**config.mk**
```make
export PLATFORM = sky130hd
export DESIGN_NAME = uart_fifo_core
export DESIGN_NICKNAME = d
export VERILOG_FILES = /design/src/rtl/uart_fifo_core.sv
export SDC_FILE = /design/constraint.sdc
export NUM_CORES = 1
export LEC_CHECK = 0
export ABC_AREA = 1
export CORE_UTILIZATION = 50
export CTS_CLUSTER_SIZE = 20
export DETAILED_ROUTE_END_ITERATION = 16
export PLACE_DENSITY = 0.82
export SLEW_MARGIN = 20
export SYNTH_ARGS = -nofsm -noshare
export SYNTH_HDL_FRONTEND = slang
export SYNTH_SLANG_ARGS = --single-unit
export TNS_END_PERCENT = 1
```
**constraint.sdc**
```tcl
create_clock -name g_clk -period 2.23 [get_ports g_clk]
set_input_delay 0.3345 -clock g_clk [delete_from_list [all_inputs] [get_ports g_clk]]
set_output_delay 0.3345 -clock g_clk [all_outputs]
set_load 0.01 [all_outputs]
```
**src/rtl/uart_fifo_core.sv**
```systemverilog
// Memory-mapped UART peripheral: TX/RX shift engines with independent FIFOs,
// runtime baud divisor, sticky error flags and level interrupts.
module uart_fifo_core #(
    parameter int unsigned DATA_BITS  = 8,
    parameter int unsigned FIFO_DEPTH = 4,
    parameter int unsigned DIV_W      = 16,
    parameter int unsigned CLK_DIV    = 15
) (
    input  logic        g_clk,
    input  logic        g_reset,
    output logic        g_clk_req,
    input  logic        uart_rx,
    output logic        uart_tx,
    input  logic        mem_req,
    output logic        mem_gnt,
    input  logic        mem_wen,
    input  logic [3:0]  mem_addr,
    input  logic [31:0] mem_wdata,
    output logic [31:0] mem_rdata,
    output logic        mem_rsp,
    output logic        mem_error,
    output logic        irq_rx,
    output logic        irq_tx
);
    localparam int unsigned AW = $clog2(FIFO_DEPTH);
    localparam int unsigned PW = AW + 1;
    localparam int unsigned BW = 4;
    localparam logic [DIV_W-1:0] DIV_MIN = DIV_W'(3);

    typedef enum logic [1:0] {S_IDLE, S_START, S_DATA, S_STOP} state_t;

    logic [1:0] sel;
    logic       bus_rd, bus_wr, stat_rd;
    logic [DIV_W-1:0] div;
    logic       overrun, frame_err;
    logic       unused_ok;

    assign sel       = mem_addr[3:2];
    assign bus_rd    = mem_req & ~mem_wen;
    assign bus_wr    = mem_req & mem_wen;
    assign stat_rd   = bus_rd && (sel == 2'd2);
    assign mem_gnt   = 1'b1;
    assign unused_ok = ^{mem_addr[1:0], mem_wdata[31:DIV_W]};

    // TX FIFO: bus pushes, TX engine pops
    logic [DATA_BITS-1:0] tx_mem [FIFO_DEPTH];
    logic [PW-1:0] tx_wp, tx_rp;
    logic tx_empty, tx_full, tx_push, tx_pop;
    assign tx_empty = (tx_wp == tx_rp);
    assign tx_full  = (tx_wp[AW-1:0] == tx_rp[AW-1:0]) && (tx_wp[AW] != tx_rp[AW]);
    assign tx_push  = bus_wr && (sel == 2'd1) && (!tx_full || tx_pop);

    always_ff @(posedge g_clk) begin
        if (g_reset) begin
            tx_wp <= '0;
            tx_rp <= '0;
        end else begin
            if (tx_push) tx_wp <= tx_wp + PW'(1);
            if (tx_pop)  tx_rp <= tx_rp + PW'(1);
        end
    end

    always_ff @(posedge g_clk) begin
        if (tx_push) tx_mem[tx_wp[AW-1:0]] <= mem_wdata[DATA_BITS-1:0];
    end

    // RX FIFO: RX engine pushes, bus pops
    logic [DATA_BITS-1:0] rx_mem [FIFO_DEPTH];
    logic [PW-1:0] rx_wp, rx_rp;
    logic rx_empty, rx_full, rx_push, rx_push_req, rx_pop;
    logic [DATA_BITS-1:0] rx_sh, rx_sh_n;
    assign rx_empty = (rx_wp == rx_rp);
    assign rx_full  = (rx_wp[AW-1:0] == rx_rp[AW-1:0]) && (rx_wp[AW] != rx_rp[AW]);
    assign rx_pop   = bus_rd && (sel == 2'd0) && !rx_empty;
    assign rx_push  = rx_push_req && (!rx_full || rx_pop);

    always_ff @(posedge g_clk) begin
        if (g_reset) begin
            rx_wp <= '0;
            rx_rp <= '0;
        end else begin
            if (rx_push) rx_wp <= rx_wp + PW'(1);
            if (rx_pop)  rx_rp <= rx_rp + PW'(1);
        end
    end

    always_ff @(posedge g_clk) begin
        if (rx_push) rx_mem[rx_wp[AW-1:0]] <= rx_sh;
    end

    // TX engine
    state_t tx_state, tx_state_n;
    logic [DIV_W-1:0] tx_cnt, tx_cnt_n, tx_div, tx_div_n;
    logic [DATA_BITS-1:0] tx_sh, tx_sh_n;
    logic [BW-1:0] tx_bit, tx_bit_n;
    logic tx_out, tx_out_n, tx_load, tx_busy;
    assign tx_busy = (tx_state != S_IDLE);
    assign uart_tx = tx_out;

    always_ff @(posedge g_clk) begin
        if (g_reset) begin
            tx_state <= S_IDLE;
            tx_cnt   <= '0;
            tx_div   <= '0;
            tx_sh    <= '0;
            tx_bit   <= '0;
            tx_out   <= 1'b1;
        end else begin
            tx_state <= tx_state_n;
            tx_cnt   <= tx_cnt_n;
            tx_div   <= tx_div_n;
            tx_sh    <= tx_sh_n;
            tx_bit   <= tx_bit_n;
            tx_out   <= tx_out_n;
        end
    end

    always_comb begin
        tx_state_n = tx_state;
        tx_cnt_n   = tx_cnt;
        tx_div_n   = tx_div;
        tx_sh_n    = tx_sh;
        tx_bit_n   = tx_bit;
        tx_out_n   = tx_out;
        tx_load    = 1'b0;
        tx_pop     = 1'b0;
        case (tx_state)
            S_IDLE: begin
                tx_out_n = 1'b1;
                tx_load  = !tx_empty;
            end
            S_START: begin
                if (tx_cnt == '0) begin
                    tx_state_n = S_DATA;
                    tx_cnt_n   = tx_div;
                    tx_out_n   = tx_sh[0];
                    tx_sh_n    = tx_sh >> 1;
                    tx_bit_n   = '0;
                end else begin
                    tx_cnt_n = tx_cnt - DIV_W'(1);
                end
            end
            S_DATA: begin
                if (tx_cnt == '0) begin
                    tx_cnt_n = tx_div;
                    if (tx_bit == BW'(DATA_BITS - 1)) begin
                        tx_state_n = S_STOP;
                        tx_out_n   = 1'b1;
                    end else begin
                        tx_bit_n = tx_bit + BW'(1);
                        tx_out_n = tx_sh[0];
                        tx_sh_n  = tx_sh >> 1;
                    end
                end else begin
                    tx_cnt_n = tx_cnt - DIV_W'(1);
                end
            end
            default: begin
                if (tx_cnt == '0) begin
                    tx_state_n = S_IDLE;
                    tx_load    = !tx_empty;
                end else begin
                    tx_cnt_n = tx_cnt - DIV_W'(1);
                end
            end
        endcase
        // Frame start: divisor is latched here so DIV writes apply per frame
        if (tx_load) begin
            tx_pop     = 1'b1;
            tx_state_n = S_START;
            tx_cnt_n   = div;
            tx_div_n   = div;
            tx_sh_n    = tx_mem[tx_rp[AW-1:0]];
            tx_out_n   = 1'b0;
        end
    end

    // RX engine
    logic rx_s1, rx_s2, rx_s3, rx_fall, ferr_set, rx_busy;
    state_t rx_state, rx_state_n;
    logic [DIV_W-1:0] rx_cnt, rx_cnt_n, rx_div, rx_div_n;
    logic [DIV_W:0] rx_half;
    logic [BW-1:0] rx_bit, rx_bit_n;
    assign rx_fall = rx_s3 & ~rx_s2;
    assign rx_busy = (rx_state != S_IDLE);
    assign rx_half = ({1'b0, div} + (DIV_W + 1)'(1)) >> 1;

    always_ff @(posedge g_clk) begin
        if (g_reset) begin
            rx_s1    <= 1'b1;
            rx_s2    <= 1'b1;
            rx_s3    <= 1'b1;
            rx_state <= S_IDLE;
            rx_cnt   <= '0;
            rx_div   <= '0;
            rx_sh    <= '0;
            rx_bit   <= '0;
        end else begin
            rx_s1    <= uart_rx;
            rx_s2    <= rx_s1;
            rx_s3    <= rx_s2;
            rx_state <= rx_state_n;
            rx_cnt   <= rx_cnt_n;
            rx_div   <= rx_div_n;
            rx_sh    <= rx_sh_n;
            rx_bit   <= rx_bit_n;
        end
    end

    always_comb begin
        rx_state_n  = rx_state;
        rx_cnt_n    = rx_cnt;
        rx_div_n    = rx_div;
        rx_sh_n     = rx_sh;
        rx_bit_n    = rx_bit;
        rx_push_req = 1'b0;
        ferr_set    = 1'b0;
        case (rx_state)
            S_IDLE: begin
                if (rx_fall) begin
                    rx_state_n = S_START;
                    rx_div_n   = div;
                    rx_cnt_n   = DIV_W'(rx_half - (DIV_W + 1)'(1));
                end
            end
            S_START: begin
                if (rx_cnt == '0) begin
                    rx_state_n = rx_s2 ? S_IDLE : S_DATA;
                    rx_cnt_n   = rx_div;
                    rx_bit_n   = '0;
                end else begin
                    rx_cnt_n = rx_cnt - DIV_W'(1);
                end
            end
            S_DATA: begin
                if (rx_cnt == '0) begin
                    rx_sh_n  = {rx_s2, rx_sh[DATA_BITS-1:1]};
                    rx_cnt_n = rx_div;
                    rx_bit_n = rx_bit + BW'(1);
                    if (rx_bit == BW'(DATA_BITS - 1)) rx_state_n = S_STOP;
                end else begin
                    rx_cnt_n = rx_cnt - DIV_W'(1);
                end
            end
            default: begin
                if (rx_cnt == '0) begin
                    rx_state_n  = S_IDLE;
                    rx_push_req = rx_s2;
                    ferr_set    = ~rx_s2;
                end else begin
                    rx_cnt_n = rx_cnt - DIV_W'(1);
                end
            end
        endcase
    end

    // Registers, sticky flags and bus response
    logic [6:0]  stat_c;
    logic [31:0] rd_c;
    logic        err_c;
    assign stat_c = {tx_busy, frame_err, overrun, tx_full, tx_empty, rx_full, ~rx_empty};

    always_comb begin
        rd_c  = '0;
        err_c = 1'b0;
        case (sel)
            2'd0: begin
                if (mem_wen)        err_c = 1'b1;
                else if (!rx_empty) rd_c  = 32'(rx_mem[rx_rp[AW-1:0]]);
            end
            2'd1:    err_c = mem_wen & ~tx_push;
            2'd2: begin
                if (mem_wen) err_c = 1'b1;
                else         rd_c  = 32'(stat_c);
            end
            default: rd_c = 32'(div);
        endcase
    end

    always_ff @(posedge g_clk) begin
        if (g_reset) begin
            div       <= DIV_W'(CLK_DIV);
            overrun   <= 1'b0;
            frame_err <= 1'b0;
            mem_rsp   <= 1'b0;
            mem_error <= 1'b0;
            mem_rdata <= '0;
        end else begin
            if (bus_wr && (sel == 2'd3))
                div <= (mem_wdata[DIV_W-1:0] < DIV_MIN) ? DIV_MIN : mem_wdata[DIV_W-1:0];
            overrun   <= (overrun & ~stat_rd) | (rx_push_req & ~rx_push);
            frame_err <= (frame_err & ~stat_rd) | ferr_set;
            mem_rsp   <= mem_req;
            mem_error <= mem_req & err_c;
            mem_rdata <= bus_rd ? rd_c : '0;
        end
    end

    assign irq_rx    = ~rx_empty;
    assign irq_tx    = tx_empty;
    assign g_clk_req = mem_req | mem_rsp | tx_busy | ~tx_empty | rx_busy | ~rx_empty;

endmodule

```
==> results of run 1 <==
-- worst max-delay path, delay by kind of cell, from the launching register on --
family / cells / cell delay (ps)
DFF: 1 / 350
buffers and inverters: 2 / 330
xor gates and xnor gates: 1 / 230
and+or+nand+nor: 3 / 510
-- routing by layer --
| layer | global-route usage, % | share of wire, % | vias up | wire length (um) |
|---|---|---|---|---|
| met2 | 42.90 | 49 | 377 | 13690 |
| met4 | 8.763 | 3.1 | 0 | 876 |
| met1 | 31.37 | 41 | 4507 | 11530 |
| met3 | 3.589 | 6.8 | 74 | 1910 |
| li1 | - | - | 4786 | - |
| met5 | 0 | 0 | - | 0 |
-- kinds of logic (layout without fill, tap and decap cells) --
kind of cell	count (synthesis)	count (layout)	share of synthesized area [%]
AO/OA/AOI/OAI	309	309	15.85
XOR/XNOR	31	31	2.526
adder cells (fa/ha/maj)	27	27	3.143
buffers and inverters	222	305	8.881
flip-flops	212	212	45.44
other	2	17	0.06987
AND/OR/NAND/NOR	588	588	24.08
-- sequential cells by signal (all words and copies together), names as in the netlist, 2 cells and up, named ones only --
signal,cells
rx_mem,32
tx_mem,32
div,16
mem_rdata,16
rx_cnt,16
rx_div,16
tx_cnt,16
tx_div,16
rx_sh,8
tx_sh,8
rx_bit,4
tx_bit,4
rx_rp,3
rx_wp,3
tx_rp,3
tx_wp,3
rx_state,2
tx_state,2
-- power groups by stage --
| stage | clock network [mW] | logic (mW) | registers, mW |
|---|---|---|---|
| after floorplan | 0 | 3.45 | 4.65 |
| after global placement | 0 | 4.49 | 4.70 |
| after detailed placement | 0 | 4.60 | 4.71 |
| after CTS | 4.02 | 4.67 | 4.63 |
| after global routing | 4.19 | 5.49 | 4.70 |
| final | 4.00 | 4.89 | 4.65 |
-- what timing repair did --
item                                    in CTS  in global routing
endpoints found under the setup margin      23                128
buffers inserted                             4                  3
gates resized for setup                     18                 43
pin swaps                                    6                  7
-- layout make-up --
type                            instances  area [um^2]  share of cell area, %
Multi-Input combinational cell        972         5092                  40.10
Sequential cell                       212         4892                  38.52
Timing Repair Buffer                  113         1002                  7.892
Clock buffer                           29        638.1                  5.025
Inverter                              151        571.8                  4.502
Tap cell                              275        344.1                  2.709
Clock inverter                         12        158.9                  1.251
-- metrics by stage --
step | instances | instance area, um^2 | hold WS (ps)
floorplan | 1406 | 10810 | 389.5
global placement | 1716 | 11690 | 396.3
detailed placement | 1716 | 11690 | 399.4
CTS | 1761 | 12540 | 102.2
global route | 1764 | 12700 | 121.3
finish | 1764 | 12700 | 107.3
-- cell usage in the layout, fill, tap and decap left out, types with 7 or more instances in the layout --
cell type,Yosys,final
o22ai_1,18,18
nand3_1,71,70
a21oi_1,126,126
nand4_1,20,20
buf_6,3,7
inv_2,6,13
clkdlybuf4s50_1,0,40
nor2_2,11,10
buf_4,22,60
nand2_2,8,14
xor2_1,22,22
edfxtp_1,64,64
inv_1,142,134
nor4_1,10,9
o21ai_0,112,112
a211oi_1,13,13
o211ai_1,12,12
conb_1,2,17
a31oi_1,9,9
dfxtp_1,148,142
clkbuf_16,0,23
ha_1,27,25
nor2_4,5,13
nand2_1,287,280
nor3_1,21,20
nor2_1,137,130
xnor2_1,9,7
-- path summary, 6_finish.rpt --
kind	start	end	slack [ps]
max	rx_rp[1]	g_clk_req	-30
min	g_reset	mem_rsp	110
max reg2reg	rx_cnt[0]	rx_cnt[9]	50
min reg2reg	rx_s1	rx_s2	410
==> summary.txt, run 1 <==
CP Data Arrival Time: 1930 ps
CTS Buffer Depth: 3
Fin crit share: 101.4%
Seq pwr share: 34.4%
Worst EP required: 1900 ps
RD Place Congestion: 0.9196
Crit-path slowest cell: dfxtp_2
Fin util: 60.41%
Outcome: complete, but fails checks
Root Driver: clkbuf_16
Worst skew pair latency: 510 ps
First-pass GRT wire length: 44.06 mm
Vias in the first global route: 9071
CP Cell Sequence: xnor2_2, nand3_2, nor4_2, buf_4, nand3_1, buf_2
Setup TNS: -31.81 ps
Combinational Power Share: 36.1%
Slew Viols, Final: 0
Layout cell share with drive strength beyond 1: 12.89%
Hold-critical path depth: 2
Leak pwr: 5.310 nW
Fill count: 1758
Setup Skew: 16.98 ps
Synth Instances: 1391
Hold Path Class: primary input to flip-flop
Yosys warning total: 0
Net switching power: 5.009 mW
Pre-Repair DR Iteration Count: 6
CP max FO: 3
Pre-CTS setup slack: 32.84 ps
Routed Antenna Nets: 0
RSZ-0062 raised after global routing: yes
WL per Instance: 15.88 um
Reg2reg path depth: 14
Most numerous cell in the Yosys netlist: nand2_1
Startpoint types: flip-flop
Initial DRC count: 978
FMAX: 0.4421 GHz
Fin nets: 1541
Post-synth top area share: 27.56%
CTS clock-pin slew for the worst setup and hold paths: 60 ps
H-tree Lvls: 1
Switching share of total power: 36.98%
Seq cells post-synth: 212
Via count: 9744
Clock share of power: 29.6%
Internal: 8.536 mW
Worst setup path class: flip-flop to primary output
Hold_buf cts: 0
Top FF cell, synth: dfxtp_1
Max Cap Viol: 0
PortBufs: 44
Power Density: 1067 mW/mm^2
Critical Path End Type: primary output
Largest cells by area after synthesis: dfxtp_1, edfxtp_1, nand2_1
Initial antenna violation count: 0
Async SR Flop Fraction: 0%
Failing checks: setup timing
Initial Util: 51.13%
Total GRT Usage: 24.78%
CTS tree: yes
IO Count: 80
Final min period: 2262 ps
Total power: 13.54 mW
Slew HR: 62.60%
Most frequent cells after synthesis: nand2_1, dfxtp_1, inv_1, nor2_1, a21oi_1
Num CTS Buffers: 23
Setup ws final: -31.81 ps
# setup viols final: 1
Area of the mapped netlist: 0.01075 mm^2
# clock sinks: 212
ANT cells: 0
Vias per cell: 5.524
Die W: 148.6 um
Die footprint: 0.02209 mm^2
Die Y: 148.6 um
P&R area growth vs syn: 18.15%
Residual overflow from global routing: 0
Worst vdd rail ir drop: 594.5 uV
Post-DP HPWL: 18.72 mm
Worst Tran Pin Value: 555.8 ps
Final Hold Viols: 0
Number of synthesized flops with an enable pin: 64
Largest net degree at the start of global routing: 41
Yosys cell types: 50
Sequential share of the synthesized area: 45.44%
Leading area contributor after synthesis: dfxtp_1
Row count: 53
Final wirelength: 28.01 mm
DRC violations left: 0
CORE AREA: 0.02102 mm^2
Worst path max stage delay: 350 ps
Synthesized area per cell: 7.728 um^2
(Power assumes the default switching activity.)
==> inputs of run 2 (changes only) <==
--- a/config.mk
+++ b/config.mk
@@ -6,6 +6,7 @@
 export NUM_CORES = 1
 export LEC_CHECK = 0
 export ABC_AREA = 1
+export CORE_ASPECT_RATIO = 0.7
 export CORE_UTILIZATION = 50
 export CTS_CLUSTER_SIZE = 20
 export DETAILED_ROUTE_END_ITERATION = 16
==> summary.txt, run 2 (synthesis gave the netlist of run 1 again) <==
Crit path to: g_clk_req
Total GRT Usage: 25.38% (+0.60 points)
Fin util: 61.01% (+0.60 points)
Pre-CTS setup slack: -27.87 ps (-60.72 ps)
Worst Tran Pin Value: 622.2 ps (+66.35 ps)
Final Hold Viols: 0 (unchanged)
Num CTS Buffers: 20 (-13%)
Post-route cell area: 0.01276 mm^2 (+0.50%)
Initial Util: 51.38% (+0.25 points)
Largest net degree at the start of global routing: 38 (-7.3%)
Hold_buf cts: 0 (unchanged)
Layout cell share with drive strength beyond 1: 14.41% (+1.5 points)
CTS clock-pin slew for the worst setup and hold paths: 70 ps (about the same)
Vias in the first global route: 9048 (-0.25%)
Setup TNS: 0 ps (+31.81 ps)
Die Y: 124.7 um (-16%)
Vias per cell: 5.574 (+0.90%)
Total power: 13.23 mW (-2.3%)
Root Driver: clkbuf_16
Via count: 9893 (+1.5%)
Initial DRC count: 1103 (+13%)
CORE AREA: 0.02092 mm^2 (-0.48%)
Commonest cells after routing, fill and taps aside: nand2_1, inv_1, dfxtp_1
Leak pwr: 5.325 nW (+0.28%)
Worst reg2reg path endpoint: tx_mem[1][4]
Final min period: 2171 ps (-91.17 ps)
CTS Buffer Depth: 3 (unchanged)
WL per Instance: 16.14 um (+1.7%)
H-tree Lvls: 1 (unchanged)
Power Density: 1036 mW/mm^2 (-2.8%)
Worst skew pair latency: 510 ps (about the same)
Fin crit share: 97.34% (-4.1 points)
Residual overflow from global routing: 0 (unchanged)
Worst EP required: 1900 ps (about the same)
Setup ws final: 59.37 ps (+91.17 ps)
Post-DP HPWL: 19.96 mm (+6.6%)
CP Cell Sequence: inv_4, ha_4, inv_1, nor4_2, buf_4, nand3_2, buf_6
Slew Viols, Final: 0 (unchanged)
R2R Setup Slk: 90 ps (+40 ps)
CTS tree: yes
Fin nets: 1553 (+0.78%)
Crit-path slowest cell: dfxtp_2
Critical Path End Type: primary output
CP Data Arrival Time: 1840 ps (-90 ps)
ANT cells: 0 (unchanged)
RSZ-0062 raised after global routing: yes
RD Place Congestion: 0.9786 (+6.4%)
Setup Skew: 23.62 ps (+6.640 ps)
# clock sinks: 212 (unchanged)
CP max FO: 4 (+1)
Die W: 177.2 um (+19%)
P&R area growth vs syn: 18.74%
IO Count: 80 (unchanged)
FMAX: 0.4607 GHz (+4.2%)
Outcome: complete, no violations
Routed Antenna Nets: 0 (unchanged)
Max Cap Viol: 0 (unchanged)
PortBufs: 44 (unchanged)
First-pass GRT wire length: 45.60 mm (+3.5%)
Placed Area: 0.01183 mm^2 (+1.2%)
Worst vdd rail ir drop: 652.2 uV (+9.7%)
DRC violations left: 0 (unchanged)
Initial antenna violation count: 0 (unchanged)
Reg2reg path depth: 15 (+1)
Slew HR: 58.14% (-4.5 points)
Worst path max stage delay: 350 ps (about the same)
Pre-Repair DR Iteration Count: 5 (-1)
Worst setup path startpoint: rx_state[0]
Row count: 44 (-17%)
Leading cell type in the layout, fill and taps excluded: nand2_1
Startpoint types: flip-flop
Final wirelength: 28.65 mm (+2.3%)
Die footprint: 0.02210 mm^2 (about the same)
Reg2Reg Launch Point: tx_cnt[1]
# setup viols final: 0 (-1)
Worst setup path class: flip-flop to primary output
Hold Path Class: primary input to flip-flop
-- run 2: cell type report --
class / count / area [um^2]
clock buffers: 28 / 563.0
repair inverters: 1 / 7.507
fillers: 1731 / 8157
inverters: 151 / 576.8
well taps: 276 / 345.3
flip-flops and latches: 212 / 4907
multi-input cells: 972 / 5136
repair buffers: 127 / 1159
clock inverters: 8 / 68.82
-- run 2: stage by stage --
step | std cells | hold WS [ps]
after floorplan | 1406 | 389.5
after global placement | 1731 | 391.2
after detailed placement | 1731 | 393.6
after CTS | 1769 | 89.30
after global routing | 1775 | 114.8
final | 1775 | 106.4
-- run 2: how the worst min path moves through the flow --
| stage | slack [ps] | end | cells after the start | from |
|---|---|---|---|---|
| CTS | 90 | mem_rsp | 2 | g_reset |
| finish | 110 | mem_rsp | 2 | g_reset |
| global route | 110 | mem_rsp | 2 | g_reset |
| global placement | 390 | rx_s2 | 1 | rx_s1 |
| detailed placement | 390 | rx_s2 | 1 | rx_s1 |
| floorplan | 390 | rx_s2 | 1 | rx_s1 |
-- run 2: power by group --
group / switching, mW / leakage [nW] / total (mW) / internal, mW
Clock: 1.47 / 0.308 / 3.36 / 1.89
Sequential: 0.321 / 1.85 / 4.67 / 4.34
Combinational: 3.24 / 3.16 / 5.21 / 1.97
Total: 5.03 / 5.32 / 13.2 / 8.20
-- run 2: metal layers --
layer / part of all wire (%) / GRT usage, % / vias to the layer above
li1: - / - / 4801
met1: 45 / 37.58 / 4625
met2: 45 / 38.81 / 422
met3: 8.9 / 3.846 / 45
met4: 1.7 / 5.426 / 0
met5: 0 / 0 / -
-- run 2: what timing repair did --
| action | in CTS | in global routing |
|---|---|---|
| gates cloned | 0 | 1 |
| gates resized for setup | 19 | 69 |
| setup endpoints to repair | 5 | 117 |
| setup buffers | 2 | 5 |
| pin swaps | 4 | 11 |
-- run 2: critical path, delay by kind of cell (launching register included) --
kind                     cells  cell delay (ps)
flip-flops                   1              350
buffers and inverters        4              480
adder cells (fa/ha/maj)      1              130
AND/OR/NAND/NOR              2              380
==> inputs of run 3 (changes only) <==
--- a/config.mk
+++ b/config.mk
@@ -10,7 +10,7 @@
 export CORE_UTILIZATION = 50
 export CTS_CLUSTER_SIZE = 20
 export DETAILED_ROUTE_END_ITERATION = 16
-export PLACE_DENSITY = 0.82
+export PLACE_DENSITY = 0.73
 export SLEW_MARGIN = 20
 export SYNTH_ARGS = -nofsm -noshare
 export SYNTH_HDL_FRONTEND = slang
==> summary.txt, run 3 (synthesis gave the netlist of run 1 again) <==
Outcome: complete, no violations
Slew Viols, Final: 0 (unchanged)
Die Y: 124.7 um (unchanged)
Die footprint: 0.02210 mm^2 (unchanged)
DRC violations left: 0 (unchanged)
Worst EP required: 1900 ps (about the same)
H-tree Lvls: 1 (unchanged)
# setup viols final: 0 (unchanged)
CORE AREA: 0.02092 mm^2 (unchanged)
Worst vdd rail ir drop: 648.1 uV (-0.62%)
Worst reg2reg path endpoint: tx_mem[1][2]
CTS Buffer Depth: 3 (unchanged)
Vias in the first global route: 9251 (+2.2%)
Vias per cell: 5.508 (-1.2%)
Leading cell type in the layout, fill and taps excluded: nand2_1
RD Place Congestion: 0.9113 (-6.9%)
Fin util: 60.83% (-0.19 points)
Worst skew pair latency: 500 ps (about the same)
Routed Antenna Nets: 0 (unchanged)
PortBufs: 44 (unchanged)
Slew HR: 49.56% (-8.6 points)
ANT cells: 0 (unchanged)
Final min period: 2171 ps (+0.2137 ps)
Fin nets: 1551 (-0.13%)
Startpoint types: flip-flop
Hold Path Class: primary input to flip-flop
Max Cap Viol: 0 (unchanged)
Leak pwr: 5.321 nW (about the same)
Critical Path End Type: primary output
Reg2Reg Launch Point: tx_cnt[1]
Residual overflow from global routing: 0 (unchanged)
CP max FO: 3 (-1)
Placed Area: 0.01178 mm^2 (-0.42%)
Worst setup path startpoint: rx_state[0]
Total GRT Usage: 25.80% (+0.42 points)
Hold slack: 56.99 ps (-49.44 ps)
Initial antenna violation count: 0 (unchanged)
Crit path to: g_clk_req
Die W: 177.2 um (unchanged)
Root Driver: clkbuf_16
R2R Setup Slk: 60 ps (-30 ps)
Post-route cell area: 0.01272 mm^2 (-0.30%)
IO Count: 80 (unchanged)
Commonest cells after routing, fill and taps aside: nand2_1, inv_1, dfxtp_1
WL per Instance: 15.95 um (-1.2%)
CTS clock-pin slew for the worst setup and hold paths: 60 ps (about the same)
Final Hold Viols: 0 (unchanged)
Hold_buf cts: 0 (unchanged)
Reg2reg path depth: 15 (unchanged)
First-pass GRT wire length: 45.77 mm (+0.38%)
Fin crit share: 97.35% (about the same)
RSZ-0062 raised after global routing: yes
Final wirelength: 28.28 mm (-1.3%)
FMAX: 0.4607 GHz (about the same)
Worst setup path class: flip-flop to primary output
Via count: 9765 (-1.3%)
Post-DP HPWL: 20.01 mm (+0.22%)
Initial Util: 51.38% (unchanged)
Setup Skew: 10.51 ps (-13.11 ps)
CP Data Arrival Time: 1840 ps (about the same)
# clock sinks: 212 (unchanged)
Worst Tran Pin Value: 756.6 ps (+134.5 ps)
Layout cell share with drive strength beyond 1: 14.43% (+0.019 points)
Initial DRC count: 978 (-11%)
P&R area growth vs syn: 18.38%
Num CTS Buffers: 21 (+5.0%)
Largest net degree at the start of global routing: 62 (+63%)
Pre-Repair DR Iteration Count: 6 (+1)
Row count: 44 (unchanged)
CTS tree: yes
Power Density: 1031 mW/mm^2 (-0.48%)
==> run 3: final cells by class <==
| type | count | area (um^2) |
|---|---|---|
| inverters | 151 | 574.3 |
| multi-input cells | 972 | 5142 |
| clock buffers | 29 | 586.8 |
| repair inverters | 1 | 7.507 |
| clock inverters | 8 | 38.79 |
| fillers | 1844 | 8195 |
| flip-flops and latches | 212 | 4910 |
| repair buffers | 124 | 1120 |
| well taps | 276 | 345.3 |
==> run 3: timing repair <==
| item | in CTS | in global routing |
|---|---|---|
| endpoints found under the setup margin | 44 | 132 |
| gates cloned | 0 | 1 |
| pin swaps | 6 | 12 |
| buffers inserted | 2 | 7 |
| gates resized for setup | 24 | 66 |
==> run 3: layer usage <==
metal / routed length, um / track usage (%) / up-vias
met5: 0 / 0 / -
met4: 543 / 6.694 / 0
met3: 2261 / 3.053 / 49
met2: 12340 / 39.61 / 402
met1: 13130 / 38.13 / 4507
li1: - / - / 4807
==> run 3: how the worst min path moves through the flow <==
stage | depth (start not counted) | to | start
2_1_floorplan | 1 | rx_s2 | rx_s1
3_3_place_gp | 1 | rx_s2 | rx_s1
3_5_place_dp | 1 | rx_s2 | rx_s1
4_1_cts | 2 | mem_rsp | g_reset
5_1_grt | 2 | mem_rsp | g_reset
6_report | 2 | mem_rsp | g_reset
==> run 3: power breakdown <==
part	total (mW)	internal [mW]	leakage (nW)	switching, mW
registers	4.67	4.35	1.86	0.329
clock network	3.30	1.84	0.315	1.46
logic	5.15	1.92	3.15	3.23
total	13.1	8.10	5.32	5.02
==> run 3: critical path: stages, from the launching register on <==
cell and delay, ps:
dfxtp_1 330, inv_2 90, ha_4 140, inv_2 50, nor4_4 300, buf_4 200
nand3_4 80, buf_6 140
==> run 3: per-stage QoR <==
stage	power [mW]	setup slack (ps)	instances	setup TNS, ps
after floorplan	8.095	-26.48	1406	-635.5
after global placement	9.344	-130.8	1726	-130.8
after detailed placement	9.455	-167.5	1726	-183.3
after CTS	12.80	-7.722	1765	-7.722
after global routing	13.97	-109.1	1773	-2168
final	13.12	59.16	1773	0
